## config.mk

```make
export PLATFORM = sky130hd
export DESIGN_NAME = hook_ctrl_flat
export DESIGN_NICKNAME = d
export VERILOG_FILES = /design/src/rtl/hook_ctrl_if.sv /design/src/rtl/hook_ctrl.sv /design/src/flat_wrapper.sv
export SDC_FILE = /design/constraint.sdc
export NUM_CORES = 1
export LEC_CHECK = 0
export CAP_MARGIN = 20
export CORE_MARGIN = 8
export CORE_UTILIZATION = 25
export DETAILED_ROUTE_END_ITERATION = 8
export PLACE_DENSITY_LB_ADDON = 0.25
export SLEW_MARGIN = 25
export SYNTH_ARGS = -nofsm -noshare
export SYNTH_HDL_FRONTEND = slang
export SYNTH_SLANG_ARGS = --single-unit
```

## constraint.sdc

```tcl
create_clock -name clk -period 3.67 [get_ports clk]
set_clock_uncertainty 0.05 [all_clocks]
set_input_delay 0.734 -clock clk [delete_from_list [all_inputs] [get_ports clk]]
set_output_delay 0.734 -clock clk [all_outputs]
set_load 0.01 [all_outputs]
```

## src/rtl/hook_ctrl_if.sv

```systemverilog
// hook_ctrl_if: bundles the signals between the fishing-line controller and
// its surroundings.
//   Inputs to the controller:
//     mouse_valid / mouse_dy  decoded mouse packet (dy > 0 means up)
//     btn_left / btn_right    button levels
//     bait_avail              inventory holds at least one bait
//     bite                    fish touched the baited hook (pulse)
//     frame_tick              one pulse per VGA frame
//   Outputs from the controller:
//     mode / mouse_v          sprite mode and hook height (0.1 px units)
//     bait_used / caught      single-cycle event pulses
//   modport slave  : the controller side
//   modport master : the environment side (drives the inputs)
interface hook_ctrl_if;
  logic        mouse_valid;
  logic [8:0]  mouse_dy;
  logic        btn_left;
  logic        btn_right;
  logic        bait_avail;
  logic        bite;
  logic        frame_tick;
  logic [1:0]  mode;
  logic [13:0] mouse_v;
  logic        bait_used;
  logic        caught;

  modport slave (
    input  mouse_valid, mouse_dy, btn_left, btn_right, bait_avail, bite, frame_tick,
    output mode, mouse_v, bait_used, caught
  );

  modport master (
    output mouse_valid, mouse_dy, btn_left, btn_right, bait_avail, bite, frame_tick,
    input  mode, mouse_v, bait_used, caught
  );
endinterface

```

## src/rtl/hook_ctrl.sv

```systemverilog
// hook_ctrl: owns the hook state (no hook / bare / baited / reeling) and the
// hook height in tenths of a pixel. Tracks the mouse while a hook is out,
// consumes bait on a right click, and reels the hook up automatically after a
// bite, reporting the catch when the hook reaches the rest position.
//   clk  : system clock
//   rst  : synchronous, active-high reset
//   bus  : hook_ctrl_if.slave (mouse, buttons, bite, frame tick in;
//          mode, mouse_v, bait_used, caught out, all registered)
module hook_ctrl #(
  parameter logic [13:0] V_MIN     = 14'd620,
  parameter logic [13:0] V_MAX     = 14'd4700,
  parameter logic [13:0] REEL_STEP = 14'd40
) (
  input  logic        clk,
  input  logic        rst,
  hook_ctrl_if.slave  bus
);

  localparam logic [1:0] IDLE   = 2'd0;
  localparam logic [1:0] HOOK   = 2'd1;
  localparam logic [1:0] BAITED = 2'd2;
  localparam logic [1:0] REEL   = 2'd3;

  logic [1:0]  state_r;
  logic [13:0] mouse_v_r;
  logic        btn_left_q_r;
  logic        btn_right_q_r;
  logic        bait_used_r;
  logic        caught_r;

  logic [1:0]  state_s;
  logic [13:0] mouse_v_s;
  logic        bait_used_s;
  logic        caught_s;
  logic        lrise_s;
  logic        rrise_s;

  // Apply a mouse delta to a height. Done in 16-bit signed so a large upward
  // move near the top or a downward move near the bottom cannot wrap before
  // the clamp sees it.
  function automatic logic [13:0] track(input logic [13:0] v, input logic [8:0] dy);
    logic signed [15:0] t;
    t = $signed({2'b00, v}) - $signed({{7{dy[8]}}, dy});
    if (t < $signed({2'b00, V_MIN})) begin
      track = V_MIN;
    end else if (t > $signed({2'b00, V_MAX})) begin
      track = V_MAX;
    end else begin
      track = t[13:0];
    end
  endfunction

  assign lrise_s = bus.btn_left  & ~btn_left_q_r;
  assign rrise_s = bus.btn_right & ~btn_right_q_r;

  // Next-state, next-height and event-pulse decode.
  always_comb begin
    state_s     = state_r;
    mouse_v_s   = mouse_v_r;
    bait_used_s = 1'b0;
    caught_s    = 1'b0;
    case (state_r)
      IDLE: begin
        mouse_v_s = V_MIN;
        if (lrise_s) begin
          state_s = HOOK;
        end else begin
          state_s = IDLE;
        end
      end
      HOOK: begin
        if (lrise_s) begin
          state_s = IDLE;
        end else if (rrise_s && bus.bait_avail) begin
          state_s     = BAITED;
          bait_used_s = 1'b1;
        end else begin
          state_s = HOOK;
        end
      end
      BAITED: begin
        // A bite in the same cycle as a left click still lands the fish.
        if (bus.bite) begin
          state_s = REEL;
        end else if (lrise_s) begin
          state_s = IDLE;
        end else begin
          state_s = BAITED;
        end
      end
      REEL: begin
        if (bus.frame_tick) begin
          if (mouse_v_r == V_MIN) begin
            caught_s = 1'b1;
            state_s  = IDLE;
          end else if ((mouse_v_r - V_MIN) <= REEL_STEP) begin
            mouse_v_s = V_MIN;
          end else begin
            mouse_v_s = mouse_v_r - REEL_STEP;
          end
        end else begin
          state_s = REEL;
        end
      end
      default: begin
        state_s   = IDLE;
        mouse_v_s = V_MIN;
      end
    endcase

    // Mouse tracking while a hook is out and stays out; a bait pickup in the
    // same cycle does not swallow the packet.
    if (((state_r == HOOK) || (state_r == BAITED)) && (state_s != IDLE) && bus.mouse_valid) begin
      mouse_v_s = track(mouse_v_r, bus.mouse_dy);
    end else if (state_s == IDLE) begin
      mouse_v_s = V_MIN;
    end else begin
      mouse_v_s = mouse_v_s;
    end
  end

  // State, height, button history and output pulse registers.
  always_ff @(posedge clk) begin
    if (rst) begin
      state_r       <= IDLE;
      mouse_v_r     <= V_MIN;
      btn_left_q_r  <= 1'b0;
      btn_right_q_r <= 1'b0;
      bait_used_r   <= 1'b0;
      caught_r      <= 1'b0;
    end else begin
      state_r       <= state_s;
      mouse_v_r     <= mouse_v_s;
      btn_left_q_r  <= bus.btn_left;
      btn_right_q_r <= bus.btn_right;
      bait_used_r   <= bait_used_s;
      caught_r      <= caught_s;
    end
  end

  assign bus.mode      = state_r;
  assign bus.mouse_v   = mouse_v_r;
  assign bus.bait_used = bait_used_r;
  assign bus.caught    = caught_r;

endmodule

```

## src/flat_wrapper.sv

```systemverilog
// flat-port wrapper written by rule: the top's interface ports become plain ports
module hook_ctrl_flat 
#(
  parameter logic [13:0] V_MIN     = 14'd620,
  parameter logic [13:0] V_MAX     = 14'd4700,
  parameter logic [13:0] REEL_STEP = 14'd40
)
  (clk, rst, bus_mouse_valid, bus_mouse_dy, bus_btn_left, bus_btn_right, bus_bait_avail, bus_bite, bus_frame_tick, bus_mode, bus_mouse_v, bus_bait_used, bus_caught);
  hook_ctrl_if bus_i ();
  input  logic clk;
  input  logic rst;
  input wire logic [$bits(bus_i.mouse_valid)-1:0] bus_mouse_valid;
  input wire logic [$bits(bus_i.mouse_dy)-1:0] bus_mouse_dy;
  input wire logic [$bits(bus_i.btn_left)-1:0] bus_btn_left;
  input wire logic [$bits(bus_i.btn_right)-1:0] bus_btn_right;
  input wire logic [$bits(bus_i.bait_avail)-1:0] bus_bait_avail;
  input wire logic [$bits(bus_i.bite)-1:0] bus_bite;
  input wire logic [$bits(bus_i.frame_tick)-1:0] bus_frame_tick;
  output wire logic [$bits(bus_i.mode)-1:0] bus_mode;
  output wire logic [$bits(bus_i.mouse_v)-1:0] bus_mouse_v;
  output wire logic [$bits(bus_i.bait_used)-1:0] bus_bait_used;
  output wire logic [$bits(bus_i.caught)-1:0] bus_caught;
  assign bus_i.mouse_valid = bus_mouse_valid;
  assign bus_i.mouse_dy = bus_mouse_dy;
  assign bus_i.btn_left = bus_btn_left;
  assign bus_i.btn_right = bus_btn_right;
  assign bus_i.bait_avail = bus_bait_avail;
  assign bus_i.bite = bus_bite;
  assign bus_i.frame_tick = bus_frame_tick;
  assign bus_mode = bus_i.mode;
  assign bus_mouse_v = bus_i.mouse_v;
  assign bus_bait_used = bus_i.bait_used;
  assign bus_caught = bus_i.caught;
  hook_ctrl #(.V_MIN(V_MIN), .V_MAX(V_MAX), .REEL_STEP(REEL_STEP)) u_core (.clk(clk), .rst(rst), .bus(bus_i));
endmodule
```

==> results.tsv <==
metric	value	unit
crit_type	input port to register	
die_h	113.0	um
tightest_slew	0.5971	ns
synth-seq-cells	20	
hold_viol	0	
cts_sinks	20	
die_width	113.0	um
total_power	0.7795	mW
min_period	3.521	ns
synth_flop_cell	dfxtp_1	
grt_overflow_total	0	
syn_to_final_growth	49.12	%
core_area	9196	um2
yosys_warnings	0	
clock.fmax	0.2840	GHz
syn_area	2354	um2
crit_chain	clkbuf_2, ha_4, inv_2, fa_2, a21o_1, a221o_1, a31o_4, a311oi_4, and3_4, o221ai_4, o31ai_4, a21oi_1, o221a_1	
grt_max_degree	20	
crit_path_start	bus_mouse_dy[0]	
wl	7576	um
drive_gt1_share	27.66	%
via_per_inst	5.135	
rows	35	
htreeDepth	1	
cts_buffers	3	
n_antenna_cell	0	
final_nets	436	
fillers	955	
wl_per_cell	15.00	um
report.final.slew_viol_count	0	
synth_cells	312	
io_buffers	34	
most-common-layout-cells	buf_4, clkdlybuf4s50_1, a21oi_1	
antenna_found_initial	0	
cts.path.max_buffers	2	
worst_setup_path_end_kind	register	
rr_startpoint	u_core.bus.mouse_v[0]	
p_per_area	222.1	nW/um2
cts.clk_slew.worst_paths	0.08	ns
synthTopCellsByArea	dfxtp_1, ha_1, a21oi_1, o21ai_0, nand2_1	
cp.required	3.79	ns
crit_path_start_kind	input port	
root_buffer	clkbuf_8	
status	completed	
synth_top_area_share	17.01	%
start_util	25.59	%
avgSynthCellArea	7.543	um2
ios	35	
hold_class	register to register	
dp_hpwl	5834	um
mostFrequentLayoutCell	buf_4	
vdd_ir_drop_max	0.1452	mV
grt_pass1_vias	2480	
cts_hold_buf	0	
globalplace.congestion	0.8492	
drc	0	
fin_crit_sh	95.93	%
slew_headroom	59.83	%
synth_top_cell_by_area	dfxtp_1	
placed_cells	495	
ys_async_sr_fraction	0	%
setup_viol	0	
fin_cells	505	
firstDrtPassIters	4	
drt_iter0_drc	152	
min-delay-start	u_core.btn_right_q_r	
p_leak	1.469	nW
crit_fanout	5	
syn_nets	353	
slowest_stage	o31ai_4	
ys_seq_area_share	17.01	%
max_stage_delay	0.41	ns
cts_tree	built	
synth_cell_type_count	60	
antenna_left	0	
synth_edf_count	0	
die_area	12770	um2
grt.total_usage	11.61	%
grt_pass1_wl	12270	um
critPathArrivalTime	3.64	ns
cap_violations	0	
num_vias	2593	
clock_latency	0.26	ns
[worst max-delay path: cells and delay by family]
kind                     cells  cell delay (ns)
adder cells (fa/ha/maj)      2             0.47
AND/OR/NAND/NOR              1             0.26
buffers and inverters        2             0.13
AO/OA/AOI/OAI                8             2.04
[layer usage]
metal	track usage (%)	part of all wire [%]	up-vias
li1	-	-	1319
met4	1.776	0.32	0
met1	14.57	46	1210
met3	2.609	5.8	2
met5	0	0	-
met2	20.08	48	62
[power by group]
part	switching, mW	total, mW	internal, mW	leakage (nW)
clock network	0.0826	0.228	0.146	0.0357
logic	0.164	0.322	0.158	1.27
registers	0.00748	0.229	0.222	0.162
[repair_timing]
action | 4_1_cts | 5_1_grt
setup buffers | 3 | 3
pin swaps | 13 | 17
endpoints found under the setup margin | 13 | 13
resized for setup | 19 | 29
[logic make-up after synthesis]
group,after synthesis,share of synthesized area (%)
buf+inv,31,4.997
simple gates,114,25.73
mux,2,0.8506
flops,20,17.01
compound gates,105,32.38
fa+ha+maj,24,13.08
xor+xnor,16,5.954
[layout make-up]
| cell class | instances | area (um2) | area share [%] |
|---|---|---|---|
| inverters | 18 | 67.56 | 1.925 |
| repair buffers | 91 | 785.8 | 22.39 |
| clock inverters | 1 | 30.03 | 0.8556 |
| clock buffers | 3 | 41.29 | 1.176 |
| multi-input cells | 261 | 2046 | 58.29 |
| flip-flops and latches | 20 | 400.4 | 11.41 |
| well taps | 111 | 138.9 | 3.957 |
[synth_stat cells (4+ instances only)]
cell type	count
a21oi_1	29
nand2_1	25
ha_1	23
dfxtp_1	20
o21ai_0	20
nor2_1	18
inv_1	17
nor3_1	16
clkbuf_1	12
nand2b_1	10
xnor2_1	10
nand3_1	9
a21o_1	8
nor2b_1	6
xor2_1	6
a211oi_1	5
a31oi_1	5
o22ai_1	5
and2_1	4
and3_1	4
nor4_1	4
o21ai_1	4
[per-stage QoR]
stage               hold WS [ns]   TNS [ns]  instance area, um2  util, %  setup WS [ns]
floorplan                 0.4476          0                2354        -        0.07565
global placement          0.4804     -6.610                3178    34.56        -0.5610
detailed placement        0.4835     -7.698                3178    34.56        -0.6586
CTS                       0.4960          0                3353    36.46       0.005498
global route              0.5157  -0.003839                3510    38.16      -0.003839
finish                    0.4943          0                3510    38.16         0.1492
[path summary, 6_finish.rpt]
kind / endpoint / slack, ns / depth (start not counted)
worst max register to register: u_core.bus.mouse_v[4] / 0.30 / 13
worst min-delay path: u_core.bus.bait_used / 0.49 / 3
worst min register to register: u_core.bus.bait_used / 0.49 / 3
worst max-delay path: u_core.bus.mouse_v[4] / 0.15 / 13
[flip-flops by register name, indices dropped and copies added (netlist names)]
name	count
u_core.bus.mouse_v	14
u_core.bus.mode	2
u_core.btn_left_q_r	1
u_core.btn_right_q_r	1
u_core.bus.bait_used	1
u_core.bus.caught	1
(Power assumes the default switching activity.)
